==> src/rtl/execute_unit.sv <==
// execute_unit: execute/write-back stage with 16-entry register file, single-cycle ALU,
// iterative shift-add multiply (stalls upstream while busy) and register-indirect jumps.
module execute_unit #(
    parameter int DATA_W     = 16,
    parameter int MUL_CYCLES = DATA_W
) (
    input  logic              clk,
    input  logic              reset,
    input  logic              in_valid,
    input  logic [3:0]        opcode,
    input  logic [3:0]        reg_a,
    input  logic [3:0]        reg_b,
    input  logic [3:0]        reg_c,
    input  logic [3:0]        imm_value,
    output logic              stall,
    output logic              jump_enable,
    output logic [DATA_W-1:0] jump_address,
    output logic              zero_flag,
    output logic              carry_flag,
    output logic              wb_valid,
    output logic [DATA_W-1:0] wb_data,
    input  logic [3:0]        dbg_addr,
    output logic [DATA_W-1:0] dbg_data
);
    localparam int CW = $clog2(MUL_CYCLES + 1);
    typedef enum logic {IDLE, MUL} state_t;

    state_t            state_q, state_d;
    logic [DATA_W-1:0] regs_q [16];
    logic [DATA_W-1:0] regs_d [16];
    logic [DATA_W-1:0] mcand_q, mcand_d, mplier_q, mplier_d, acc_q, acc_d;
    logic [CW-1:0]     cnt_q, cnt_d;
    logic [3:0]        dst_q, dst_d;
    logic              jump_enable_q, jump_enable_d, zero_q, zero_d, carry_q, carry_d;
    logic              wb_valid_q, wb_valid_d;
    logic [DATA_W-1:0] jump_address_q, jump_address_d, wb_data_q, wb_data_d;

    logic              accept, wr, upd_flags, carry_new;
    logic [DATA_W-1:0] ra_v, rb_v, rc_v, imm, res, acc_nx;

    assign stall        = (state_q == MUL);
    assign jump_enable  = jump_enable_q;
    assign jump_address = jump_address_q;
    assign zero_flag    = zero_q;
    assign carry_flag   = carry_q;
    assign wb_valid     = wb_valid_q;
    assign wb_data      = wb_data_q;
    assign dbg_data     = regs_q[dbg_addr];

    always_comb begin
        state_d        = state_q;
        regs_d         = regs_q;
        mcand_d        = mcand_q;
        mplier_d       = mplier_q;
        acc_d          = acc_q;
        cnt_d          = cnt_q;
        dst_d          = dst_q;
        zero_d         = zero_q;
        carry_d        = carry_q;
        jump_address_d = jump_address_q;
        wb_data_d      = wb_data_q;
        jump_enable_d  = 1'b0;
        wb_valid_d     = 1'b0;
        accept         = in_valid && (state_q == IDLE);
        ra_v           = regs_q[reg_a];
        rb_v           = regs_q[reg_b];
        rc_v           = regs_q[reg_c];
        imm            = {{(DATA_W-4){1'b0}}, imm_value};
        res            = '0;
        carry_new      = 1'b0;
        wr             = 1'b0;
        upd_flags      = 1'b0;
        acc_nx         = acc_q + (mplier_q[0] ? mcand_q : '0);
        case (opcode)
            4'h1: begin {carry_new, res} = {1'b0, rb_v} + {1'b0, rc_v}; wr = 1'b1; upd_flags = 1'b1; end
            4'h2: begin {carry_new, res} = {1'b0, rb_v} - {1'b0, rc_v}; wr = 1'b1; upd_flags = 1'b1; end
            4'h3: begin res = rb_v & rc_v; wr = 1'b1; upd_flags = 1'b1; end
            4'h4: begin res = rb_v | rc_v; wr = 1'b1; upd_flags = 1'b1; end
            4'h5: begin res = rb_v ^ rc_v; wr = 1'b1; upd_flags = 1'b1; end
            4'h6: begin res = rb_v << imm_value; wr = 1'b1; upd_flags = 1'b1; end
            4'h7: begin res = rb_v >> imm_value; wr = 1'b1; upd_flags = 1'b1; end
            4'h8: begin res = imm; wr = 1'b1; end
            4'h9: begin {carry_new, res} = {1'b0, rb_v} + {1'b0, imm}; wr = 1'b1; upd_flags = 1'b1; end
            default: ;
        endcase
        if (accept) begin
            if (wr) begin
                if (reg_a != 4'd0)
                    regs_d[reg_a] = res;
                wb_valid_d = 1'b1;
                wb_data_d  = res;
            end
            if (upd_flags) begin
                zero_d  = (res == '0);
                carry_d = carry_new;
            end
            if (opcode == 4'hA) begin
                state_d  = MUL;
                mcand_d  = rb_v;
                mplier_d = rc_v;
                dst_d    = reg_a;
                acc_d    = '0;
                cnt_d    = '0;
            end
            if ((opcode == 4'hB && ra_v == rb_v) || opcode == 4'hC) begin
                jump_enable_d  = 1'b1;
                jump_address_d = (opcode == 4'hC) ? ra_v : rc_v;
            end
        end
        // Each MUL cycle folds in one multiplier bit; the last one also retires the result.
        if (state_q == MUL) begin
            acc_d    = acc_nx;
            mcand_d  = mcand_q << 1;
            mplier_d = mplier_q >> 1;
            cnt_d    = cnt_q + 1'b1;
            if (cnt_q == CW'(MUL_CYCLES - 1)) begin
                state_d = IDLE;
                if (dst_q != 4'd0)
                    regs_d[dst_q] = acc_nx;
                wb_valid_d = 1'b1;
                wb_data_d  = acc_nx;
                zero_d     = (acc_nx == '0);
                carry_d    = 1'b0;
            end
        end
    end

    always_ff @(posedge clk or posedge reset) begin
        if (reset) begin
            state_q        <= IDLE;
            regs_q         <= '{default: '0};
            mcand_q        <= '0;
            mplier_q       <= '0;
            acc_q          <= '0;
            cnt_q          <= '0;
            dst_q          <= '0;
            zero_q         <= 1'b0;
            carry_q        <= 1'b0;
            jump_enable_q  <= 1'b0;
            jump_address_q <= '0;
            wb_valid_q     <= 1'b0;
            wb_data_q      <= '0;
        end else begin
            state_q        <= state_d;
            regs_q         <= regs_d;
            mcand_q        <= mcand_d;
            mplier_q       <= mplier_d;
            acc_q          <= acc_d;
            cnt_q          <= cnt_d;
            dst_q          <= dst_d;
            zero_q         <= zero_d;
            carry_q        <= carry_d;
            jump_enable_q  <= jump_enable_d;
            jump_address_q <= jump_address_d;
            wb_valid_q     <= wb_valid_d;
            wb_data_q      <= wb_data_d;
        end
    end
endmodule

==> config.mk <==
export PLATFORM = sky130hd
export DESIGN_NAME = execute_unit
export DESIGN_NICKNAME = d
export VERILOG_FILES = /design/src/rtl/execute_unit.sv
export SDC_FILE = /design/constraint.sdc
export NUM_CORES = 1
export LEC_CHECK = 0
export BUFFER_PORTS_ARGS = -buffer_cell sky130_fd_sc_hd__buf_2
export CAP_MARGIN = 10
export CORE_MARGIN = 3
export CORE_UTILIZATION = 32
export CTS_CLUSTER_SIZE = 16
export DETAILED_ROUTE_END_ITERATION = 8
export PLACE_DENSITY = 0.54
export SYNTH_ARGS = -nofsm -noshare
export SYNTH_HDL_FRONTEND = slang
export SYNTH_SLANG_ARGS = --single-unit
export TNS_END_PERCENT = 5
==> constraint.sdc <==
create_clock -name clk -period 17.1 [get_ports clk]
set_input_delay 1.71 -clock clk [delete_from_list [all_inputs] [get_ports clk]]
set_output_delay 1.71 -clock clk [all_outputs]
set_load 0.05 [all_outputs]
# Word-level counts from Yosys, hierarchy flattened

Index checks and enable logic that the tools add are counted.
Widths: inputs -> output; s select.

Register bits after elaboration: 350

Equality and inequality tests: 14
Muxes and demuxes: 64
Order comparisons: 7
Shift-type cells: 2
Bitwise gates (word level): 9
Reductions and logical operators: 16
$add $sub $neg: 5

Operators by type and width:

| operator           | count |
|---|---|
| $mux 256           | 6 |
| $bwmux 256         | 2 |
| $mux 16            | 25 |
| $bmux 16 s4        | 4 |
| $pmux 16 s9        | 1 |
| $demux 16 s4       | 2 |
| $logic_not 16->1   | 2 |
| $ge 5x5->1 const B | 5 |
| $not 4->5          | 5 |
| $eq 4x4->1 const B | 5 |
| $mux 1             | 20 |
| $add 16x16->17     | 1 |
| $add 16x4->17      | 1 |
| $sub 16x16->17     | 1 |
| $add 16x16->16     | 1 |
| $and 16x16->16     | 1 |
| $eq 16x16->1       | 1 |
| $eq 4x3->1 const B | 4 |
| $or 16x16->16      | 1 |
| $shl 16x4->16      | 1 |
| $shr 16x4->16      | 1 |
| $xor 16x16->16     | 1 |
| $mux 5             | 3 |
| $lt 5x1->1 const B | 2 |
| 13 further kinds   | 21 |

# Depth between registers and ports, before layout

Gate-level depths: netlist of the first run.

Depth after elaboration: 14
Depth in mapped cells: 23
Mapped depth without buffers: 17

# Least setup slack after synthesis of the first run

OpenSTA, ideal clock, no wires.

Kind: in2reg
From: input reg_c[0]
To: register zero_q (netlist: zero_flag)
Data arrival time: 6680 ps
Path slack: 10328 ps
Setup time: 92 ps
Stages on the path: 15
Cells stage by stage: clkbuf_1 buf_1 mux4_2 mux4_2 ha_1 fa_1 a211oi_1 o21ai_0 a31oi_1 o21ai_0 a221oi_1 a21oi_1 a211o_1 or4_1 o31ai_2

Cells in the longest elaborated chain, start to end: 11
Elaborated cells between the ends (all ways): 15

RTL lines:

| what                                           | line | RTL |
|---|---|---|
| start, declared                                | 13   | `input logic [3:0] reg_c,` |
| $not 4->5 (implied by the code) (*)            | 67   | `rc_v = regs_q[reg_c];` |
| $bmux 16 s4 (*)                                | 67   |  |
| $mux 16 (implied by the code) (*) (2 in a row) | 67   |  |
| $sub 16x16->17 (tied with other cells)         | 76   | `4'h2: begin {carry_new, res} = {1'b0, rb_v} - {1'b0, rc_v}; wr = 1'b1; upd_flags = 1'b1; end` |
| $pmux 16 s9 (*)                                | 74   | `case (opcode)` |
| $logic_not 16->1 (*)                           | 94   | `zero_d = (res == '0);` |
| $mux 1 (*)                                     | 93   | `if (upd_flags) begin` |
| $mux 1 (*)                                     | 86   | `if (accept) begin` |
| $mux 1                                         | 116  | `if (cnt_q == CW'(MUL_CYCLES - 1)) begin` |
| $mux 1 (*)                                     | 111  | `if (state_q == MUL) begin` |
| via zero_d                                     | 34   | `logic jump_enable_q, jump_enable_d, zero_q, zero_d, carry_q, carry_d;` |
| end signal, assigned                           | 151  | `zero_q <= zero_d;` |
| end, declared                                  | 34   |  |

The timed path passes the listed nets; every way through them passes the cells marked *. The select of a mux whose other input is x is not followed.
A chain may end at the register's enable or synchronous reset.

# Worst setup path after layout of the first run

From: input reg_b[1]
To: register zero_q (netlist: zero_flag)

Cells in the longest elaborated chain, start to end: 11
Elaborated cells between the ends (all ways): 18

RTL lines:

| what                                           | line | RTL |
|---|---|---|
| start, declared                                | 12   | `input logic [3:0] reg_b,` |
| $not 4->5 (implied by the code) (*)            | 66   | `rb_v = regs_q[reg_b];` |
| $bmux 16 s4 (*)                                | 66   |  |
| $mux 16 (implied by the code) (*) (2 in a row) | 66   |  |
| $add 16x4->17 (tied with other cells)          | 83   | `4'h9: begin {carry_new, res} = {1'b0, rb_v} + {1'b0, imm}; wr = 1'b1; upd_flags = 1'b1; end` |
| $pmux 16 s9 (*)                                | 74   |  |
| $logic_not 16->1 (*)                           | 94   |  |
| $mux 1 (*)                                     | 93   |  |
| $mux 1 (*)                                     | 86   |  |
| $mux 1                                         | 116  |  |
| $mux 1 (*)                                     | 111  |  |
| via zero_d                                     | 34   |  |

Marks and branches as above.

==> results.md, run 1 <==
| Metric | Reported | Unit |
|---|---|---|
| Result of the run | completed | - |
| CP top delay family | compound AO/OA/AOI/OAI gates | - |
| Cell area power density | 175 | nW/µm² |
| Row count | 112 | - |
| Post-CTS setup buffer count | 0 | - |
| Slew Limit Fails | 0 | - |
| Internal Power | 0.00300 | W |
| Number of standard cells after synthesis | 3050 | - |
| Transition at the pin with the smallest max-transition slack | 1.31 | ns |
| CP Launch Type | primary input | - |
| Total buffers and inverters traversed by the critical path | 2 | - |
| Number of cells upsized or downsized after cts | 0 | - |
| Max capacitance violation total | 0 | - |
| Number of buffers added by the clock tree synthesis step | 46 | - |
| Top_reg_cell synth | dfrtp_1 | - |
| Final #Nets | 3093 | - |
| Max stage delay cell, worst path | nor2b_1 | - |
| Dominant cell type by area after synthesis | dfrtp_1 | - |
| Critical setup path kind | in -> reg | - |
| Worst hold path startpoint | regs_q[245] | - |
| CTS tree | yes | - |
| Worst-Skew Late Latency | 0.64 | ns |
| Area taken by multi-input logic gates | 20300 | µm² |
| Cells taking the most area after synthesis | dfrtp_1, mux4_2, mux2i_1 | - |
| Pin count of the biggest net entering global routing | 111 | - |
| Combined global-route utilization of all metal layers | 27.6 | % |
| Total congestion overflow | 0 | - |
| Wire length reported by the detailed router | 138000 | µm |
| Leak | 12.4 | nW |
| Synth warn | 0 | - |
| Count of flip-flops with a built-in enable after synthesis | 0 | - |
| Most repeated library cell on the critical path | o21ai_0 | - |
| Post-DRT Antenna Nets | 0 | - |
| Ratio of cells with drive above 1 in the final layout | 22.0 | % |
| Clk sinks | 350 | - |
| Setup repair after global routing missed its margin | no | - |
| Origin of the critical flop-to-flop path | regs_q[167] | - |
| CP Cell Sequence | buf_4, nor2b_1, a22o_1, nor2_1, o21ai_0, inv_1, ha_1, a2111oi_0, o21ai_0, a31oi_1, o21ai_0, a221oi_1, a21oi_1, a211o_1, or4_1, o31ai_2 | - |
| Number of optimization iterations in the first detailed-route pass | 8 | - |
| Number of remaining DRC errors | 0 | - |
| Hpwl dp | 97500 | µm |
| Antenna violations before repair | 8 | - |
| Arrival time at the worst endpoint | 8.64 | ns |
| Vias after detailed routing | 27.5k | - |
| Io pins | 80 | - |
| CTS Buffer Depth | 3 | - |
| Worst slack at placement | 8.57 | ns |
| Inst Count DP | 4197 | - |
| Leading post-synthesis cells by instance count | nand2_1, dfrtp_1, o21ai_0 | - |
| Worst vdd rail ir drop | 0.0000904 | V |
| Total negative slack | 0 | ns |
| Flip-flop and latch count after synthesis | 350 | - |
| Layout overhead on the synthesized area | 11.3 | % |
| Worst path max stage delay | 1.09 | ns |
| Average via count per standard cell | 6.43 | - |
| Total area of sequential cells | 8760 | µm² |
| Height of the die | 313 | µm |
| Clock tree root buffer cell | clkbuf_16 | - |
| Die X-Extent | 313 | µm |
| Switching Share | 49.2 | % |
| Crit path capture type | register | - |
| Count leader, synth | nand2_1 | - |
| Unique cell type count in the Yosys netlist | 99 | - |
| Worst slew slack as a fraction of its limit | 12.7 | % |
| Worst-case hold slack | 0.445 | ns |
| Fraction of synthesized cell area taken by the top area cell type | 29.0 | % |
| Async set or reset register ratio after synthesis | 100 | % |
| Post-placement cell area | 32000 | µm² |
| Clock transition time at the flip-flop clock pins of the worst setup and hold paths | 0.06 | ns |
| Hold bufs inserted after CTS | 0 | - |
| Net switching power of the design | 0.00291 | W |
| FILL cells | 9406 | - |
| Post-synthesis instance area | 30300 | µm² |
| Starting Density | 32.4 | % |
| Number of buffer cells added on primary ports | 79 | - |
| Reg power frac | 28.7 | % |
| Critical Path RT | 17.63 | ns |
| Htree depth | 2 | - |
| Power share of the combinational group | 52.8 | % |
| Detailed-route wire length per cell | 32.3 | µm |
| Worst setup startpoint | reg_b[1] | - |
| Vias in the first global route | 26.4k | - |
| Class of the tightest hold or removal check | reg -> reg | - |
| Post-layout worst setup margin | 8.99 | ns |
| Syn nets | 3151 | - |
| Final Skew | 0.0425 | ns |
| Area of the core | 93500 | µm² |
| Final cycle utilization of the critical path | 47.4 | % |
| Sequential fraction of the synthesis area | 29.0 | % |
| Achievable Freq | 123 | MHz |
| Post-route minimum period | 8.11 | ns |
| Clock share of power | 18.5 | % |
| Number of setup violations in the final report | 0 | - |
| Crit Path Max Fanout | 33 | - |
| Final weighted congestion in routability-driven placement | 0.986 | - |
| Wire length of the first global-routing pass | 198000 | µm |
| Synth Area per Inst | 9.92 | µm² |
| Final standard cell area without fillers | 33700 | µm² |
| Area enclosed by the die boundary | 98300 | µm² |
| Iteration-0 DRC Markers | 3550 | - |
| Endpoints failing hold | 0 | - |
| Non-Filler Instances | 4283 | - |
==> cells in the final DEF (no fill, tap or decap), types with 41 or more instances in the layout <==
master	instances
nor2_1	157
mux2i_1	236
ha_1	70
buf_2	73
inv_1	62
buf_4	99
clkbuf_16	46
a21oi_1	133
o22ai_1	41
nand2_1	390
dfrtp_1	349
a22oi_1	63
mux4_2	290
o21ai_0	337
nand3_1	47
mux2_2	42
==> state kept, by name, summed over array words and instances, names as in the netlist <==
signal,count
wb_data,16
acc_q,16
jump_address,16
carry_flag,1
zero_flag,1
regs_q,256
dst_q,4
cnt_q,5
wb_valid,1
stall,1
jump_enable,1
mplier_q,16
mcand_q,16
==> stage by stage <==
step	utilization, %	power [W]
floorplan	-	0.00354
global placement	34.2	0.00468
detailed placement	34.2	0.00471
CTS	36.0	0.00581
global route	36.0	0.00615
finish	36.0	0.00590
==> metal layers <==
metal | GRT usage [%] | share of wire [%]
met2 | 41.1 | 43
met4 | 11.7 | 4.9
met5 | 0 | 0
met1 | 36.7 | 40
met3 | 9.12 | 12
==> power groups by stage <==
stage                     logic [W]  clock network [W]  registers, W
after detailed placement    0.00304                  0       0.00167
after CTS                   0.00305            0.00110       0.00166
final                       0.00312            0.00109       0.00169
after global placement      0.00302                  0       0.00166
after floorplan             0.00196                  0       0.00158
after global routing        0.00329            0.00114       0.00173
==> final timing paths <==
kind / to / slack (ns) / depth (start not counted)
max in group asynchronous: mcand_q[4] / 13.56 / 4
worst max register to register: zero_flag / 10.86 / 15
worst min register to register: regs_q[245] / 0.45 / 0
min in group asynchronous: wb_valid / 1.27 / 2
worst min-delay path: regs_q[245] / 0.45 / 0
worst max-delay path: zero_flag / 8.99 / 16
==> cell type report <==
type / count / share of cell area [%]
Clock inverter: 26 / 1.22
Inverter: 68 / 0.780
Sequential cell: 350 / 26.0
Clock buffer: 57 / 3.78
Tap cell: 1254 / 4.66
Timing Repair Buffer: 174 / 3.36
Antenna cell: 2 / 0.0149
Multi-Input combinational cell: 2352 / 60.2
==> kinds of logic (layout without fill, tap and decap cells) <==
kind of cell	count (synthesis)	in the layout	synth area share, %
other cells	0	2	0
fa+ha+maj	74	74	3.16
flops	350	350	29.0
mux	579	579	31.9
simple gates	819	819	12.4
compound gates	834	834	17.5
xor+xnor	46	46	1.33
buf+inv	348	325	4.82
(Power assumes the default switching activity.)
==> inputs of run 2 (changes only) <==
==> constraint.sdc (replaced) <==
create_clock -name clk -period 7.8 [get_ports clk]
set_input_delay 0.78 -clock clk [delete_from_list [all_inputs] [get_ports clk]]
set_output_delay 0.78 -clock clk [all_outputs]
set_load 0.05 [all_outputs]
==> results.md, run 2 (synthesis gave the netlist of run 1 again) <==
| Metric | Reported | Unit |
|---|---|---|
| Clk sinks | 350 | - |
| Worst-Skew Late Latency | 0.64 | ns |
| Clock transition time at the flip-flop clock pins of the worst setup and hold paths | 0.06 | ns |
| Transition at the pin with the smallest max-transition slack | 1.17 | ns |
| Top layer reached by signal wires | met5 | - |
| Final #Nets | 3107 | - |
| Number of cells upsized or downsized after cts | 0 | - |
| Achievable Freq | 156 | MHz |
| Total negative slack | 0 | ns |
| Vias after detailed routing | 27.7k | - |
| Slew Limit Fails | 0 | - |
| Met3 wire length | 17100 | µm |
| Row count | 112 | - |
| Wire length of the first global-routing pass | 203000 | µm |
| Arrival time at the worst endpoint | 6.92 | ns |
| Class of the tightest hold or removal check | in -> async | - |
| Antenna violations before repair | 7 | - |
| Critical setup path kind | in -> reg | - |
| Crit Path Max Fanout | 67 | - |
| Height of the die | 313 | µm |
| Crit path capture type | register | - |
| Layout overhead on the synthesized area | 11.3 | % |
| Number of buffers added by the clock tree synthesis step | 46 | - |
| Leak | 12.4 | nW |
| Post-DRT Antenna Nets | 0 | - |
| Slack of the worst reg-to-reg path | 1.65 | ns |
| Post-route minimum period | 6.41 | ns |
| Worst slew slack as a fraction of its limit | 20.2 | % |
| Final Skew | 0.0471 | ns |
| Final cycle utilization of the critical path | 82.2 | % |
| Number of optimization iterations in the first detailed-route pass | 6 | - |
| Average via count per standard cell | 6.46 | - |
| Total area of sequential cells | 8760 | µm² |
| Endpoints failing hold | 0 | - |
| Vias in the first global route | 26.4k | - |
| Starting Density | 32.4 | % |
| Highest-count cells in the layout ignoring fill and taps | nand2_1, dfrtp_1, o21ai_0 | - |
| Number of buffer cells added on primary ports | 79 | - |
| Max FFs per register | 256 | - |
| FILL cells | 9363 | - |
| Number of remaining DRC errors | 0 | - |
| R2r endpoint | zero_flag | - |
| Final weighted congestion in routability-driven placement | 1.04 | - |
| Io pins | 80 | - |
| Worst vdd rail ir drop | 0.000191 | V |
| Origin of the critical flop-to-flop path | regs_q[87] | - |
| Pin count of the biggest net entering global routing | 160 | - |
| Number of cells on the worst reg-to-reg path | 15 | - |
| Max capacitance violation total | 0 | - |
| Total congestion overflow | 0 | - |
| Die X-Extent | 313 | µm |
| Routed met1 length | 57600 | µm |
| Detailed-route wire length per cell | 32.9 | µm |
| Cell area power density | 382 | nW/µm² |
| Iteration-0 DRC Markers | 4183 | - |
| Area of the core | 93500 | µm² |
| Non-Filler Instances | 4291 | - |
| Critical Path RT | 8.31 | ns |
| Ratio of cells with drive above 1 in the final layout | 22.0 | % |
| Area taken by multi-input logic gates | 20300 | µm² |
| Clock tree root buffer cell | clkbuf_16 | - |
| CTS Buffer Depth | 3 | - |
| Commonest non-fill, non-tap cell in the layout | nand2_1 | - |
| Post-CTS setup buffer count | 0 | - |
| Power, Total | 0.0129 | W |
| Sum of met2 wire segment lengths after detailed routing | 59200 | µm |
| Inst Count DP | 4211 | - |
| Register with the highest flop count | regs_q | - |
| Number of setup violations in the final report | 0 | - |
| Htree depth | 2 | - |
| Hold bufs inserted after CTS | 0 | - |
| CP Launch Type | primary input | - |
| CTS tree | yes | - |
| Post-placement cell area | 32100 | µm² |
| Combined global-route utilization of all metal layers | 28.3 | % |
| Setup repair after global routing missed its margin | no | - |
| Area enclosed by the die boundary | 98300 | µm² |
| Hpwl dp | 104000 | µm |
| Result of the run | completed | - |
| Final standard cell area without fillers | 33700 | µm² |
| Wire length reported by the detailed router | 141000 | µm |
-- run 2: cell types whose count changed in the layout (fill, tap and decap cells not counted), sizes merged --
cell      previous run  this run
buf                174       188
bufinv               7         5
clkbuf              57        64
clkinv              14        10
clkinvlp             5         2
inv                 68        64
-- run 2: worst max-delay path, stage by stage --
cell and delay, ns:
buf_6 0.49, mux2_2 0.42, o22ai_1 0.48, nor3_1 0.09, a21oi_1 0.43, ha_1 0.40, a2111oi_0 0.95, o21ai_0 0.32
a31oi_1 0.43, o21ai_0 0.30, a221oi_1 0.30, a21oi_1 0.14, a211o_1 0.50, or4_1 0.62, o31ai_2 0.22
-- run 2: metrics by stage --
step | worst slack [ns] | utilization [%] | hold WS (ns)
global placement | 1.05 | 34.3 | 0.439
global route | 1.12 | 36.0 | 0.478
floorplan | 1.96 | - | 0.450
finish | 1.39 | 36.0 | 0.431
CTS | 1.61 | 36.0 | 0.460
detailed placement | 0.967 | 34.3 | 0.441
-- run 2: worst max-delay path by stage --
stage,slack [ns],end,start
floorplan,1.96,zero_flag,reg_c[0]
detailed placement,0.97,zero_flag,reg_b[2]
global placement,1.05,zero_flag,reg_b[2]
CTS,1.61,zero_flag,reg_b[2]
finish,1.39,zero_flag,reg_b[2]
global route,1.12,zero_flag,reg_b[2]
-- run 2: per-layer routing --
layer	up-vias	track usage (%)
met2	1897	40.6
met5	-	0
met3	326	8.79
li1	11600	-
met4	4	12.3
met1	13900	39.2
-- run 2: area by class of cell --
type,count,share of cell area [%]
Clock inverter,13,0.725
Tap cell,1254,4.66
Clock buffer,64,3.86
Multi-Input combinational cell,2352,60.2
Sequential cell,350,26.0
Inverter,68,0.769
Antenna cell,2,0.0149
Timing Repair Buffer,188,3.71
-- run 2: power breakdown --
part | switching (W) | leakage, nW | internal, W | total (W)
Combinational | 0.00419 | 7.71 | 0.00263 | 0.00682
Sequential | 0.00126 | 3.97 | 0.00255 | 0.00381
Clock | 0.000921 | 0.748 | 0.00132 | 0.00225
Total | 0.00637 | 12.4 | 0.00650 | 0.0129
